**config.mk**
```make
export PLATFORM = sky130hd
export DESIGN_NAME = l1_arbiter
export DESIGN_NICKNAME = d
export VERILOG_FILES = /design/src/rtl/l1_arbiter_pkg.sv /design/src/rtl/l1_arbiter_req_reg.sv /design/src/rtl/l1_arbiter.sv
export SDC_FILE = /design/constraint.sdc
export NUM_CORES = 1
export LEC_CHECK = 0
export BUFFER_PORTS_ARGS = -buffer_cell sky130_fd_sc_hd__buf_4
export CAP_MARGIN = 10
export CORE_AREA = 8 8 536 538
export DETAILED_ROUTE_END_ITERATION = 10
export DIE_AREA = 0 0 544 546
export PLACE_DENSITY = 0.3
export SLEW_MARGIN = 20
export SYNTH_ARGS = -nofsm -noshare
export SYNTH_HDL_FRONTEND = slang
export SYNTH_SLANG_ARGS = --single-unit
```
**constraint.sdc**
```tcl
create_clock -name clk -period 3.1 [get_ports clk]
set_input_delay 0.31 -clock clk [delete_from_list [all_inputs] [get_ports clk]]
set_output_delay 0.31 -clock clk [all_outputs]
set_load 0.05 [all_outputs]
```
**src/rtl/l1_arbiter_pkg.sv**
```systemverilog
// -----------------------------------------------------------------------------
// arb_types
//   Shared types and defaults for the L1 -> L2 arbiter slice.
//   - DEFAULT_ADDR_W / DEFAULT_LINE_W : default byte-address and line widths
//   - arb_state_t : arbiter FSM states (IDLE, SERVE_I, SERVE_D)
//   - side_t      : which L1 was granted most recently (SIDE_I, SIDE_D)
//   - pick_d      : tie-break helper, true when the D side wins a grant
// -----------------------------------------------------------------------------
package arb_types;

    localparam int DEFAULT_ADDR_W = 32;
    localparam int DEFAULT_LINE_W = 256;

    typedef enum logic [1:0] {
        IDLE,
        SERVE_I,
        SERVE_D
    } arb_state_t;

    typedef enum logic {
        SIDE_I,
        SIDE_D
    } side_t;

    // D wins when it is the only requester, when D priority is strapped on,
    // or on a tie where I was the side served last (round-robin).
    function automatic logic pick_d(
        input logic  req_i,
        input logic  req_d,
        input side_t last_served,
        input logic  d_priority
    );
        return req_d && (!req_i || d_priority || (last_served == SIDE_I));
    endfunction

endpackage

```
**src/rtl/l1_arbiter_req_reg.sv**
```systemverilog
// -----------------------------------------------------------------------------
// l1_arbiter_req_reg
//   Request register holding the granted L1 request for the duration of the
//   L2 transaction, so L2 never sees the live (possibly changing) L1 inputs.
//
// Ports:
//   clk           in   clock, rising edge
//   clear         in   synchronous clear, active high (wins over load)
//   load          in   capture load_* on this edge
//   load_address  in   ADDR_W  address of the granted request
//   load_wdata    in   LINE_W  writeback line of the granted request
//   load_write    in   1 = writeback, 0 = line read
//   address       out  ADDR_W  latched address
//   wdata         out  LINE_W  latched write line
//   write         out  latched op
// -----------------------------------------------------------------------------
module l1_arbiter_req_reg
    import arb_types::*;
#(
    parameter int ADDR_W = DEFAULT_ADDR_W,
    parameter int LINE_W = DEFAULT_LINE_W
) (
    input  logic              clk,
    input  logic              clear,
    input  logic              load,
    input  logic [ADDR_W-1:0] load_address,
    input  logic [LINE_W-1:0] load_wdata,
    input  logic              load_write,
    output logic [ADDR_W-1:0] address,
    output logic [LINE_W-1:0] wdata,
    output logic              write
);

    always_ff @(posedge clk) begin
        if (clear) begin
            address <= '0;
            wdata   <= '0;
            write   <= 1'b0;
        end else if (load) begin
            address <= load_address;
            wdata   <= load_wdata;
            write   <= load_write;
        end
    end

endmodule

```
**src/rtl/l1_arbiter.sv**
```systemverilog
// -----------------------------------------------------------------------------
// l1_arbiter
//   Arbitrates one outstanding line request from each of the split L1 I and D
//   caches onto the shared L2 path, one transaction at a time. The granted
//   request is latched and held on L2 until l2_resp; the response is steered
//   back as a one-cycle i_resp / d_resp pulse.
//
// Parameters:
//   ADDR_W      byte address width
//   LINE_W      cache line width in bits
//   D_PRIORITY  0 = round-robin between I and D, 1 = D wins every tie
//
// Ports:
//   clk, reset                         clock; synchronous active-low reset
//   i_read, i_address                  I-cache line read request (level)
//   i_rdata, i_resp                    I-cache read data / completion pulse
//   d_read, d_write, d_address, d_wdata D-cache read or writeback request
//   d_rdata, d_resp                    D-cache read data / completion pulse
//   l2_read, l2_write                  request to L2, held until l2_resp
//   l2_address, l2_wdata               latched address / write line to L2
//   l2_rdata, l2_resp                  L2 read data and completion pulse
// -----------------------------------------------------------------------------
module l1_arbiter
    import arb_types::*;
#(
    parameter int ADDR_W     = DEFAULT_ADDR_W,
    parameter int LINE_W     = DEFAULT_LINE_W,
    parameter int D_PRIORITY = 0
) (
    input  logic              clk,
    input  logic              reset,

    input  logic              i_read,
    input  logic [ADDR_W-1:0] i_address,
    output logic [LINE_W-1:0] i_rdata,
    output logic              i_resp,

    input  logic              d_read,
    input  logic              d_write,
    input  logic [ADDR_W-1:0] d_address,
    input  logic [LINE_W-1:0] d_wdata,
    output logic [LINE_W-1:0] d_rdata,
    output logic              d_resp,

    output logic              l2_read,
    output logic              l2_write,
    output logic [ADDR_W-1:0] l2_address,
    output logic [LINE_W-1:0] l2_wdata,
    input  logic [LINE_W-1:0] l2_rdata,
    input  logic              l2_resp
);

    arb_state_t        state;
    side_t             last_served;

    logic              req_i;
    logic              req_d;
    logic              grant_d;
    logic              load;
    logic [ADDR_W-1:0] load_address;
    logic [LINE_W-1:0] load_wdata;
    logic              load_write;
    logic              op_write;
    logic              serving;

    // Request decode and tie-break. d_read and d_write together is treated
    // as a writeback because load_write follows d_write alone.
    always_comb begin
        req_i        = i_read;
        req_d        = d_read | d_write;
        grant_d      = pick_d(req_i, req_d, last_served, D_PRIORITY != 0);
        load         = (state == IDLE) && (req_i || req_d);
        load_address = grant_d ? d_address : i_address;
        load_wdata   = grant_d ? d_wdata   : '0;
        load_write   = grant_d && d_write;
    end

    always_ff @(posedge clk) begin
        if (!reset) begin
            state       <= IDLE;
            last_served <= SIDE_D;
        end else begin
            case (state)
                IDLE: begin
                    // l2_resp seen here is a stray and is deliberately ignored.
                    if (load) begin
                        state       <= grant_d ? SERVE_D : SERVE_I;
                        last_served <= grant_d ? SIDE_D  : SIDE_I;
                    end
                end
                SERVE_I,
                SERVE_D: begin
                    if (l2_resp) begin
                        state <= IDLE;
                    end
                end
                default: begin
                    state <= IDLE;
                end
            endcase
        end
    end

    l1_arbiter_req_reg #(
        .ADDR_W (ADDR_W),
        .LINE_W (LINE_W)
    ) u_req_reg (
        .clk          (clk),
        .clear        (!reset),
        .load         (load),
        .load_address (load_address),
        .load_wdata   (load_wdata),
        .load_write   (load_write),
        .address      (l2_address),
        .wdata        (l2_wdata),
        .write        (op_write)
    );

    always_comb begin
        serving  = (state == SERVE_I) || (state == SERVE_D);
        l2_read  = serving && !op_write;
        l2_write = serving && op_write;
    end

    // Zero-latency steering. The pulse is withheld when the served L1 has
    // already withdrawn (abort) and while reset is asserted, so an in-flight
    // response that races reset is dropped.
    always_comb begin
        i_resp  = reset && l2_resp && (state == SERVE_I) && i_read;
        d_resp  = reset && l2_resp && (state == SERVE_D) && (d_read || d_write);
        i_rdata = l2_rdata;
        d_rdata = l2_rdata;
    end

endmodule

```
### Yosys cells after proc, flatten, opt, wreduce, memory -nomap -nowiden

Index checks and enable logic that the tools add are counted.

* equality and inequality tests: 4
* muxes and demuxes: 7
* bitwise logic cells: 2
* reduce and logical (&&, ||, !) cells: 20

Operator list (count)
* $mux W256: 1
* $mux W32: 1
* $logic_and A1 B1 Y1: 10
* $mux W2: 3
* $logic_or A1 B1 Y1: 4
* $ne A2 B2 Y1 const B: 2
* $pmux W2 S2: 1
* $reduce_and A2 Y1: 2
* $eq A2 B1 Y1 const B: 1
* $eq A2 B2 Y1 const B: 1
* $logic_not A1 Y1: 2
* $logic_not A2 Y1: 1
* $reduce_or A2 Y1: 1
* $mux W1: 1
* $not A1 Y1: 1
* $or A1 B1 Y1: 1

* flip-flop bits (word level): 292
* input port bits: 582
* logic and storage cells: 38

### Logic depth before layout (Yosys ltp)

* depth in word-level cells: 6
* gate-level depth with buffers: 8
* gate-level depth less buffers: 5

### Hierarchy

Synthesis repeated with hierarchy kept, for this count alone.

* cells, all modules: 1790
* area, all modules: 16498.3 um2

By module, submodules not included
* l1_arbiter_req_reg: instances 1, cells each 931, area an instance 10226.1 um2, seq. area each 5785.5 um2
* l1_arbiter: instances 1, cells each 859, area an instance 6272.3 um2, seq. area each 60.1 um2

### Least setup slack after synthesis

Ideal clock, no wire load.

* path kind: register to output
* start: register state[0]
* end: output port l2_read
* arrival time: 1.400 ns
* required time: 2.790 ns
* path slack: 1.390 ns
* cell stages (with the launch flop): 4
* cell sequence: dfxtp_1 > inv_1 > ha_1 > nor2b_1

* longest elaborated chain between the ends: 3
* elaborated cells on any way between the ends: 4
* classes of those cells: eq/ne (2); reduce/logical (2)

RTL lines
* from (decl): line l1_arbiter.sv:53 `arb_state_t state;`
* from (signal assigned): line l1_arbiter.sv:87 `state <= grant_d ? SERVE_D : SERVE_I;`
* $eq A2 B1 Y1 or $eq A2 B2 Y1 (tied branches): line l1_arbiter.sv:120 `serving = (state == SERVE_I) || (state == SERVE_D);`
* $logic_or A1 B1 Y1 (*): line l1_arbiter.sv:120
* $logic_and A1 B1 Y1 (*): line l1_arbiter.sv:121 `l2_read = serving && !op_write;`
* to (decl): line l1_arbiter.sv:45 `output logic l2_read,`

Every way passes the cells marked *; elsewhere a longest branch is shown, timed or not.

### Final worst setup path

* start: register state[0]
* end: register u_req_reg.address[0]

* longest elaborated chain between the ends: 2

RTL lines
* $logic_not A2 Y1: line l1_arbiter.sv:72 `load = (state == IDLE) && (req_i || req_d);`
* $logic_and A1 B1 Y1: line l1_arbiter.sv:72
* to (signal assigned): line l1_arbiter_req_reg.sv:40 `address <= load_address;`
* to (decl): line l1_arbiter_req_reg.sv:29 `output logic [ADDR_W-1:0] address,`

Every way passes these cells.
A chain may end at the register's enable or synchronous reset.

==> results.md <==
- Max Fclk: 417 MHz
- Seq cells post-synth: 292
- Initial antenna violation count: 104
- Crit-path slowest cell: dlygate4sd3_1
- CP Class: flop to flop
- DR pass1 iterations: 5
- Slowest cell delay on critical path: 0.57 ns
- CTS Root Cell: clkbuf_16
- Ys async rst share: 0%
- Worst Path Arrival: 2.99 ns
- Commonest non-fill, non-tap cell in the layout: buf_4
- Setup WS pre-CTS: 0.888 ns
- Yosys warns: 0
- Slew at the pin closest to its max-slew limit: 0.915 ns
- WL/cell: 24.5 µm
- Top cell type's share of synthesized area: 38.4%
- Post-synthesis sequential area ratio: 38.4%
- DIE HEIGHT: 546 µm
- Total grt overflow: 0
- Post-synth EDFFs: 0
- Crit path launch type: flop
- Final slew viol count: 0
- Final setup fails: 0
- Worst Path Buf+Inv: 3
- Post-route cell area: 25600 µm²
- Type of the worst min-delay path: primary input to flop
- Worst Path Max Fanout: 43
- CTS clk-pin slew, worst paths: 0.06 ns
- CTS tree: done
- DRT Wirelength: 148 mm
- Syn Std Cell Area: 15200 µm²
- Port buffer count: 617
- Critical path cell sequence: inv_1 -> ha_4 -> o31a_2 -> buf_12 -> o21ai_0 -> a31oi_1 -> dlygate4sd3_1
- Fin. Hold Viols: 0
- Syn Nets: 2447
- Delay-heaviest family, CP: buffers and inverters
- Largest net degree at the start of global routing: 130
- Gates resized, CTS repair: 0
- H-tree levels: 2
- Top FF cell, synth: dfxtp_1
- CTS Buf Count: 47
- Crit path time final: 2.40 ns
- Max-cap viol count: 0
- Via count: 14.6k
- Maximum VDD drop: 0.557 mV
- Starting Density: 5.47%
- RSZ-0062 raised after global routing: no
- Synth Instances: 1862
- Fillers: 32.5k
- Yosys top cell by area: dfxtp_1
- GRT Resource Usage Total: 9.48%
- DRC: 0
- Library cells used by synthesis: 25
- Post-route ant nets: 0
- Post-CTS Setup Bufs: 0
- Core area: 278000 µm²
- Status: completed
- First-pass GRT wire length: 182 mm
- Vias in the first global route: 15.6k
- Area growth from synthesis to layout: 68.0%
- Clk sinks: 292
- Slew margin rel.: 39.0%
- Gpl congestion: 0.757
- # IOs: 1386
- Storage element area: 5850 µm²
- Power Density: 613 nW/µm²
- Placed cell areas: 20400 µm²
- Drt via density: 2.42
- Worst Path Required: 3.70 ns
- Setup TNS: 0 ns
- DIE AREA: 297000 µm²
- Most frequent cells in the layout: buf_4 (625), dlygate4sd3_1 (340), nand2_1 (322)
- Min Hold Slack: 0.177 ns
- Fin crit share: 77.4%
- Ratio of cells with drive above 1 in the final layout: 31.9%
- DRC marker count from the first detailed-route iteration: 590
- Avg Inst Size Synth: 8.18 µm²
- Clk buf depth: 3
- Final worst slack: 0.700 ns
- # nets final: 2826
- Area contributors post-synth: dfxtp_1 (38%), buf_4 (25%), a21boi_1 (11%)
- Die width: 544 µm
- Worst-Skew Late Latency: 0.67 ns
- Row count: 194
- Multi-input gate area: 5020 µm²
- Hpwl dp: 126 mm
- Crit end category: flop
- Clock skew: 0.0290 ns
- Static Leak: 9.46 nW
==> path summary, 6_finish.rpt <==
kind | startpoint | to | slack (ns) | cells after the start
worst max-delay path | state[0] | u_req_reg.address[0] | 0.70 | 7
worst max register to register | state[0] | u_req_reg.address[0] | 0.70 | 7
worst min register to register | u_req_reg.wdata[208] | u_req_reg.wdata[208] | 0.45 | 2
worst min-delay path | d_read | state[1] | 0.18 | 4
==> per-layer routing <==
layer / routed length, µm / part of all wire, % / GRT usage [%]
met3: 33700 / 23 / 9.77
met2: 62100 / 42 / 14.5
met5: 13 / 0.0088 / 0
met4: 8910 / 6.0 / 4.49
met1: 42700 / 29 / 7.94
==> power by group <==
| part | leakage, nW | internal [mW] | switching (mW) |
|---|---|---|---|
| sequential | 2.39 | 4.16 | 0.245 |
| combinational | 6.22 | 1.59 | 3.56 |
| clock | 0.845 | 3.75 | 2.40 |
==> tightest hold or removal path: stages <==
cell and delay, ns:
buf_4 0.16, nor4b_1 0.08, o21ai_0 0.14, a21boi_0 0.08
==> state kept, by name, indices dropped and copies added (netlist names) <==
signal             count
last_served            1
state                  2
u_req_reg.address     32
u_req_reg.wdata      256
u_req_reg.write        1
==> per-stage QoR <==
step                      total power, mW  std cells  util (%)
after CTS                            16.3       6003      9.18
after detailed placement             9.29       5576      7.33
final                                15.7       6013      9.19
after floorplan                      8.78       1862         -
after global placement               9.30       5576      7.33
after global routing                 16.7       6008      9.19
==> cell type report <==
cell class                      instances  share of cell area [%]
Antenna cell                           10                  0.0978
Clock buffer                           62                    5.45
Clock inverter                         25                    1.34
Inverter                                2                  0.0293
Multi-Input combinational cell        923                    19.6
Sequential cell                       292                    22.8
Tap cell                             3724                    18.2
Timing Repair Buffer                  975                    32.4
==> cell usage after synthesis (all sizes together), types with 2 or more instances <==
cell / count
o21ai: 34
a31oi: 32
nor2b: 2
clkbuf: 73
nand3: 259
dfxtp: 292
nor2: 2
ha: 3
nand2: 322
a21boi: 259
buf: 572
inv: 2
==> what timing repair did <==
action                     4_1_cts  5_1_grt
hold buffers                   340        0
hold endpoints to repair       292        0
setup endpoints to repair        0        0
==> cells by family after synthesis <==
kind of cell | synth area share (%)
AND/OR/NAND/NOR | 16.8
AO/OA/AOI/OAI | 15.7
flip-flops | 38.4
buffers and inverters | 29.0
adder cells (fa/ha/maj) | 0.246
Note: power is estimated with default switching activity, not from simulation.
